**src/rtl/watchdog_module_if.sv**
```systemverilog
// Control/status bundle between the watchdog and the logic that kicks and configures it.
// The watchdog sits on the slave side; the kicking agent is the master.
interface watchdog_module_if #(
    parameter int CNT_W = 16
);
    logic             wdt_en;
    logic             kick;
    logic [7:0]       kick_key;
    logic             cfg_we;
    logic [CNT_W-1:0] cfg_timeout;
    logic [CNT_W-1:0] count;
    logic             warn;
    logic             wdt_reset;
    logic             bad_kick;
    logic [7:0]       fire_cnt;

    modport master (
        output wdt_en, kick, kick_key, cfg_we, cfg_timeout,
        input  count, warn, wdt_reset, bad_kick, fire_cnt
    );

    modport slave (
        input  wdt_en, kick, kick_key, cfg_we, cfg_timeout,
        output count, warn, wdt_reset, bad_kick, fire_cnt
    );
endinterface

```
**src/rtl/watchdog_module.sv**
```systemverilog
// Keyed watchdog timer: missed or bad kicks raise a PULSE_LEN-cycle reset request.
// Build with WDT_WINDOW_EN to also reject valid-key kicks arriving while count > WINDOW.
module watchdog_module #(
    parameter int               CNT_W           = 16,
    parameter logic [CNT_W-1:0] DEFAULT_TIMEOUT = 16'hFFFF,
    parameter logic [CNT_W-1:0] WARN_LEVEL      = 16'h00FF,
    parameter int               PULSE_LEN       = 16,
    parameter logic [7:0]       KEY             = 8'hA5,
    parameter logic [CNT_W-1:0] WINDOW          = 16'h0100
) (
    input  logic              clk,
    input  logic              areset,
    watchdog_module_if.slave  bus
);
    // Bit 1 marks the pulse states so wdt_reset is a single flop output.
    typedef enum logic [1:0] {
        S_IDLE = 2'b00,
        S_RUN  = 2'b01,
        S_FIRE = 2'b10,
        S_HOLD = 2'b11
    } state_t;

    state_t           state_q, state_d;
    logic [CNT_W-1:0] count_q, count_d;
    logic [CNT_W-1:0] reload_q, reload_d;
    logic [7:0]       pulse_q, pulse_d;
    logic [7:0]       fire_cnt_q, fire_cnt_d;
    logic             bad_kick_q, bad_kick_d;
    logic             early;
    logic             kick_good, kick_bad;

`ifdef WDT_WINDOW_EN
    assign early = (count_q > WINDOW);
`else
    logic unused_window;
    assign unused_window = ^WINDOW;
    assign early = 1'b0;
`endif

    assign kick_bad  = bus.kick && ((bus.kick_key != KEY) || early);
    assign kick_good = bus.kick && (bus.kick_key == KEY);

    always_ff @(posedge clk or posedge areset) begin
        if (areset) begin
            state_q    <= S_IDLE;
            count_q    <= DEFAULT_TIMEOUT;
            reload_q   <= DEFAULT_TIMEOUT;
            pulse_q    <= 8'd0;
            fire_cnt_q <= 8'd0;
            bad_kick_q <= 1'b0;
        end else begin
            state_q    <= state_d;
            count_q    <= count_d;
            reload_q   <= reload_d;
            pulse_q    <= pulse_d;
            fire_cnt_q <= fire_cnt_d;
            bad_kick_q <= bad_kick_d;
        end
    end

    always_comb begin
        state_d    = state_q;
        count_d    = count_q;
        pulse_d    = pulse_q;
        fire_cnt_d = fire_cnt_q;
        bad_kick_d = 1'b0;
        // A reload on the same edge as cfg_we must see the new clamped value.
        reload_d   = reload_q;
        if (bus.cfg_we)
            reload_d = (bus.cfg_timeout == '0) ? CNT_W'(1) : bus.cfg_timeout;

        case (state_q)
            S_IDLE: begin
                count_d = reload_d;
                if (bus.wdt_en)
                    state_d = S_RUN;
            end
            S_RUN: begin
                if (!bus.wdt_en) begin
                    state_d = S_IDLE;
                    count_d = reload_d;
                end else if (kick_bad) begin
                    bad_kick_d = 1'b1;
                    state_d    = S_FIRE;
                end else if (kick_good) begin
                    count_d = reload_d;
                end else if (count_q == '0) begin
                    state_d = S_FIRE;
                end else begin
                    count_d = count_q - CNT_W'(1);
                end
            end
            S_FIRE: begin
                fire_cnt_d = (fire_cnt_q == 8'hFF) ? 8'hFF : fire_cnt_q + 8'd1;
                pulse_d    = 8'(PULSE_LEN - 1);
                if (PULSE_LEN == 1) begin
                    state_d = S_IDLE;
                    count_d = reload_d;
                end else begin
                    state_d = S_HOLD;
                end
            end
            default: begin
                pulse_d = pulse_q - 8'd1;
                if (pulse_q <= 8'd1) begin
                    state_d = S_IDLE;
                    count_d = reload_d;
                end
            end
        endcase
    end

    always_comb begin
        bus.count     = count_q;
        bus.warn      = (state_q == S_RUN) && (count_q <= WARN_LEVEL);
        bus.wdt_reset = state_q[1];
        bus.bad_kick  = bad_kick_q;
        bus.fire_cnt  = fire_cnt_q;
    end
endmodule
```
**src/flat_wrapper.sv**
```systemverilog
// flat-port wrapper written by rule: the top's interface ports become plain ports
module watchdog_module_flat 
#(
    parameter int               CNT_W           = 16,
    parameter logic [CNT_W-1:0] DEFAULT_TIMEOUT = 16'hFFFF,
    parameter logic [CNT_W-1:0] WARN_LEVEL      = 16'h00FF,
    parameter int               PULSE_LEN       = 16,
    parameter logic [7:0]       KEY             = 8'hA5,
    parameter logic [CNT_W-1:0] WINDOW          = 16'h0100
)
  (clk, areset, bus_wdt_en, bus_kick, bus_kick_key, bus_cfg_we, bus_cfg_timeout, bus_count, bus_warn, bus_wdt_reset, bus_bad_kick, bus_fire_cnt);
  watchdog_module_if #(.CNT_W(CNT_W)) bus_i ();
  input  logic clk;
  input  logic areset;
  input wire logic [$bits(bus_i.wdt_en)-1:0] bus_wdt_en;
  input wire logic [$bits(bus_i.kick)-1:0] bus_kick;
  input wire logic [$bits(bus_i.kick_key)-1:0] bus_kick_key;
  input wire logic [$bits(bus_i.cfg_we)-1:0] bus_cfg_we;
  input wire logic [$bits(bus_i.cfg_timeout)-1:0] bus_cfg_timeout;
  output wire logic [$bits(bus_i.count)-1:0] bus_count;
  output wire logic [$bits(bus_i.warn)-1:0] bus_warn;
  output wire logic [$bits(bus_i.wdt_reset)-1:0] bus_wdt_reset;
  output wire logic [$bits(bus_i.bad_kick)-1:0] bus_bad_kick;
  output wire logic [$bits(bus_i.fire_cnt)-1:0] bus_fire_cnt;
  assign bus_i.wdt_en = bus_wdt_en;
  assign bus_i.kick = bus_kick;
  assign bus_i.kick_key = bus_kick_key;
  assign bus_i.cfg_we = bus_cfg_we;
  assign bus_i.cfg_timeout = bus_cfg_timeout;
  assign bus_count = bus_i.count;
  assign bus_warn = bus_i.warn;
  assign bus_wdt_reset = bus_i.wdt_reset;
  assign bus_bad_kick = bus_i.bad_kick;
  assign bus_fire_cnt = bus_i.fire_cnt;
  watchdog_module #(.CNT_W(CNT_W), .DEFAULT_TIMEOUT(DEFAULT_TIMEOUT), .WARN_LEVEL(WARN_LEVEL), .PULSE_LEN(PULSE_LEN), .KEY(KEY), .WINDOW(WINDOW)) u_core (.clk(clk), .areset(areset), .bus(bus_i));
endmodule
```
**config.mk**
```make
export PLATFORM = sky130hd
export DESIGN_NAME = watchdog_module_flat
export DESIGN_NICKNAME = d
export VERILOG_FILES = /design/src/rtl/watchdog_module_if.sv /design/src/rtl/watchdog_module.sv /design/src/flat_wrapper.sv
export SDC_FILE = /design/constraint.sdc
export NUM_CORES = 1
export LEC_CHECK = 0
export ABC_AREA = 0
export BUFFER_PORTS_ARGS = -buffer_cell sky130_fd_sc_hd__buf_2
export CELL_PAD_IN_SITES_DETAIL_PLACEMENT = 1
export CELL_PAD_IN_SITES_GLOBAL_PLACEMENT = 1
export CORE_MARGIN = 8
export CORE_UTILIZATION = 43
export DETAILED_ROUTE_END_ITERATION = 12
export PLACE_DENSITY = 0.8
export SLEW_MARGIN = 20
export SYNTH_ARGS = -nofsm -noshare
export SYNTH_HDL_FRONTEND = slang
export SYNTH_SLANG_ARGS = --single-unit
```
**constraint.sdc**
```tcl
create_clock -name clk -period 2.8 [get_ports clk]
set_clock_uncertainty 0.15 [all_clocks]
set_input_delay 0.28 -clock clk [delete_from_list [all_inputs] [get_ports clk]]
set_output_delay 0.28 -clock clk [all_outputs]
set_load 0.03 [all_outputs]
```
==> results.toml <==
[status]
status = "finished clean"

[drt]
vias = 2363
avgRoutedWirePerCell_um = 18.4
detail-route-antenna-nets = 0
initialDrtViolationCount = 111
avgViaCountPerCell = 5.75
routed_wl_um = 7550
drc_errors = 0
first_pass_iters = 4

[critical_path]
cp-end-kind = "output port"
worstSetupPathType = "register to output port"
crit_path_max_fanout = 5
slowest_delay_ns = 0.43
crit_path_start_kind = "register"
critPathArrivalTime_ns = 2.04
cp_slowest_cell = "or3_1"
worstPathCellList = "or3_1 -> nor4_1 -> and4_1 -> buf_2"
critPathBufInv = 1
cpLargestDelayFamily = "simple AND/OR/NAND/NOR gates"
crit_required_ns = 2.37

[pwr]
power_leakage_nw = 1.46
p_int_mw = 2.00
powerDensity_nw_per_um2 = 1090
p_comb_share_pct = 47.1
clockPowerShare_pct = 14.2
pwr-share-seq_pct = 38.7
max-vdd-ir-drop_mv = 0.575
p_switching_mw = 1.62
swShare_pct = 44.8

[global_route]
grt_start_max_net_pins = 38
antenna_found_initial = 0
grt.total_usage_pct = 16.2
grt_pass1_vias = 2490
grt_pass1_wl_um = 13000
grt-ovfl-total = 0

[synthesis]
yosys_register_bits = 51
syn-mean-instance-area_um2 = 10.4
ys_types = 54
yosysSeqAreaShare_pct = 46.2
synth-main-ff-cell = "dfstp_2"
synthArstFlopShare_pct = 100
syn-num-nets = 308
synth_warnings = 0
syn_area_um2 = 2850
syn_inst = 275
synth-edff-count = 0

[timing]
period_share_pct = 88.4
holdWs_ns = 0.0970
fmax_ghz = 0.404
rsz0062_at_grt = "false"
timing.final.crit_period_ns = 2.47
setup-violations-final = 0
totalNegativeSetupSlack_ns = 0
max_slew_margin_pct = 38.3
tightest_slew_ns = 0.925
hold_viol = 0
slew_viol_final = 0

[place]
gp_congestion = 0.804
dp_hpwl_um = 5680
place_inst = 402
numPortBuffers = 55

[worst_hold_path]
hp-class = "primary input to register"

[cells_and_area]
area_growth_pct = 17.0
drive_gt1_share_pct = 41.3
layout_commonest_cell = "buf_2"
final_cell_mix = "buf_2, nor2_1, dfstp_2, dfrtp_1"
n_antenna_cell = 0
nNetsFinal = 366
stdcell_count = 411

[clock_network]
ctsResizeCount = 0
cts_buffers = 5
h-tree-depth = 2
root_buffer = "clkbuf_8"
cts_setup_buffers = 0
cts_tree = "done"
clk_transition_reported_paths_ns = 0.09
clk_latency_ns = 0.31
clock_sinks = 51
clockBufferDepth = 2

[die]
io_pins = 56
start_util_pct = 44.6
die_h_um = 97.4
die_width_um = 97.4
num_rows = 29
dieArea_um2 = 9480
core-area_um2 = 6390

[flow_run]
maxCapViolations = 0
registers in the layout, summed over array words and instances (netlist names):
| name | count |
|---|---|
| u_core.reload_q | 16 |
| u_core.pulse_q | 8 |
| u_core.bus.bad_kick | 1 |
| u_core.bus.count | 16 |
| u_core.state_q | 2 |
| u_core.bus.fire_cnt | 8 |
cell families after synthesis:
group                    share of synthesized area [%]
buffers and inverters                             4.48
multiplexers                                      6.68
adder cells (fa/ha/maj)                           1.76
AO/OA/AOI/OAI                                     20.0
AND/OR/NAND/NOR                                   18.4
XOR/XNOR                                          2.46
flip-flops                                        46.2
metrics by stage:
stage | power, mW | worst slack, ns | utilization (%) | instance area (um2)
final | 3.62 | 0.326 | 52.1 | 3330
after global routing | 3.88 | 0.192 | 52.1 | 3330
after CTS | 3.66 | 0.316 | 52.1 | 3330
after detailed placement | 3.13 | 0.404 | 50.3 | 3210
after global placement | 3.06 | 0.508 | 50.3 | 3210
after floorplan | 2.62 | 0.398 | - | 2850
synthesized netlist by cell type (all sizes together), types with 3 or more instances:
master  number  area, um2
a211oi      13       97.6
a21oi       15       75.1
a221oi       3       26.3
a22oi        3       22.5
a31oi        8       50.1
a41oi        4       35.0
and3         4       26.3
and4         3       26.3
buf          5       41.3
clkbuf       9       33.8
dfrtp       19        475
dfstp       32        841
ha           4       50.1
inv         14       52.6
mux2        16        180
nand2       16       60.1
nand3        9       57.6
nor2        33        126
nor3         7       40.0
nor4         4       25.0
o21ai        4       20.0
o22a         6       53.8
o22ai        8       50.1
xnor2        3       26.3
xor2         5       43.8
what timing repair did:
item,in CTS,in global routing
setup endpoints to repair,0,0
hold buffers,1,0
hold endpoints to repair,19,0
path summary, 6_finish.rpt:
| path | startpoint | end | slack, ns | depth (start not counted) |
|---|---|---|---|---|
| setup / recovery | u_core.bus.count[10] | bus_warn | 0.33 | 4 |
| min in group asynchronous | areset | u_core.pulse_q[7] | 0.49 | 3 |
| setup reg to reg | u_core.bus.count[0] | u_core.bus.count[1] | 0.38 | 7 |
| hold / removal | bus_cfg_timeout[12] | u_core.reload_q[12] | 0.1 | 2 |
| max in group asynchronous | areset | u_core.bus.count[13] | 1.24 | 4 |
| hold reg to reg | u_core.bus.count[11] | u_core.bus.count[11] | 0.36 | 2 |
final cells by class:
type	count	area (um2)
multi-input cells	196	1400
flip-flops and latches	51	1320
well taps	77	96.3
clock buffers	6	72.6
clock inverters	2	36.3
fillers	746	3060
repair buffers	65	353
inverters	14	52.6
metal layers:
metal | routed length, um | GRT usage [%] | up-vias
li1 | - | - | 1133
met1 | 3360 | 21.0 | 1147
met2 | 3690 | 26.4 | 77
met3 | 444 | 4.20 | 6
met4 | 48 | 3.03 | 0
met5 | 0 | 0 | -
power by group through the flow:
stage	combinational (mW)	clock, mW	sequential (mW)
4_1_cts	1.72	0.534	1.40
3_5_place_dp	1.71	0	1.41
2_1_floorplan	0.951	0	1.67
6_report	1.71	0.514	1.40
5_1_grt	1.88	0.554	1.45
3_3_place_gp	1.66	0	1.40
(Power assumes the default switching activity.)
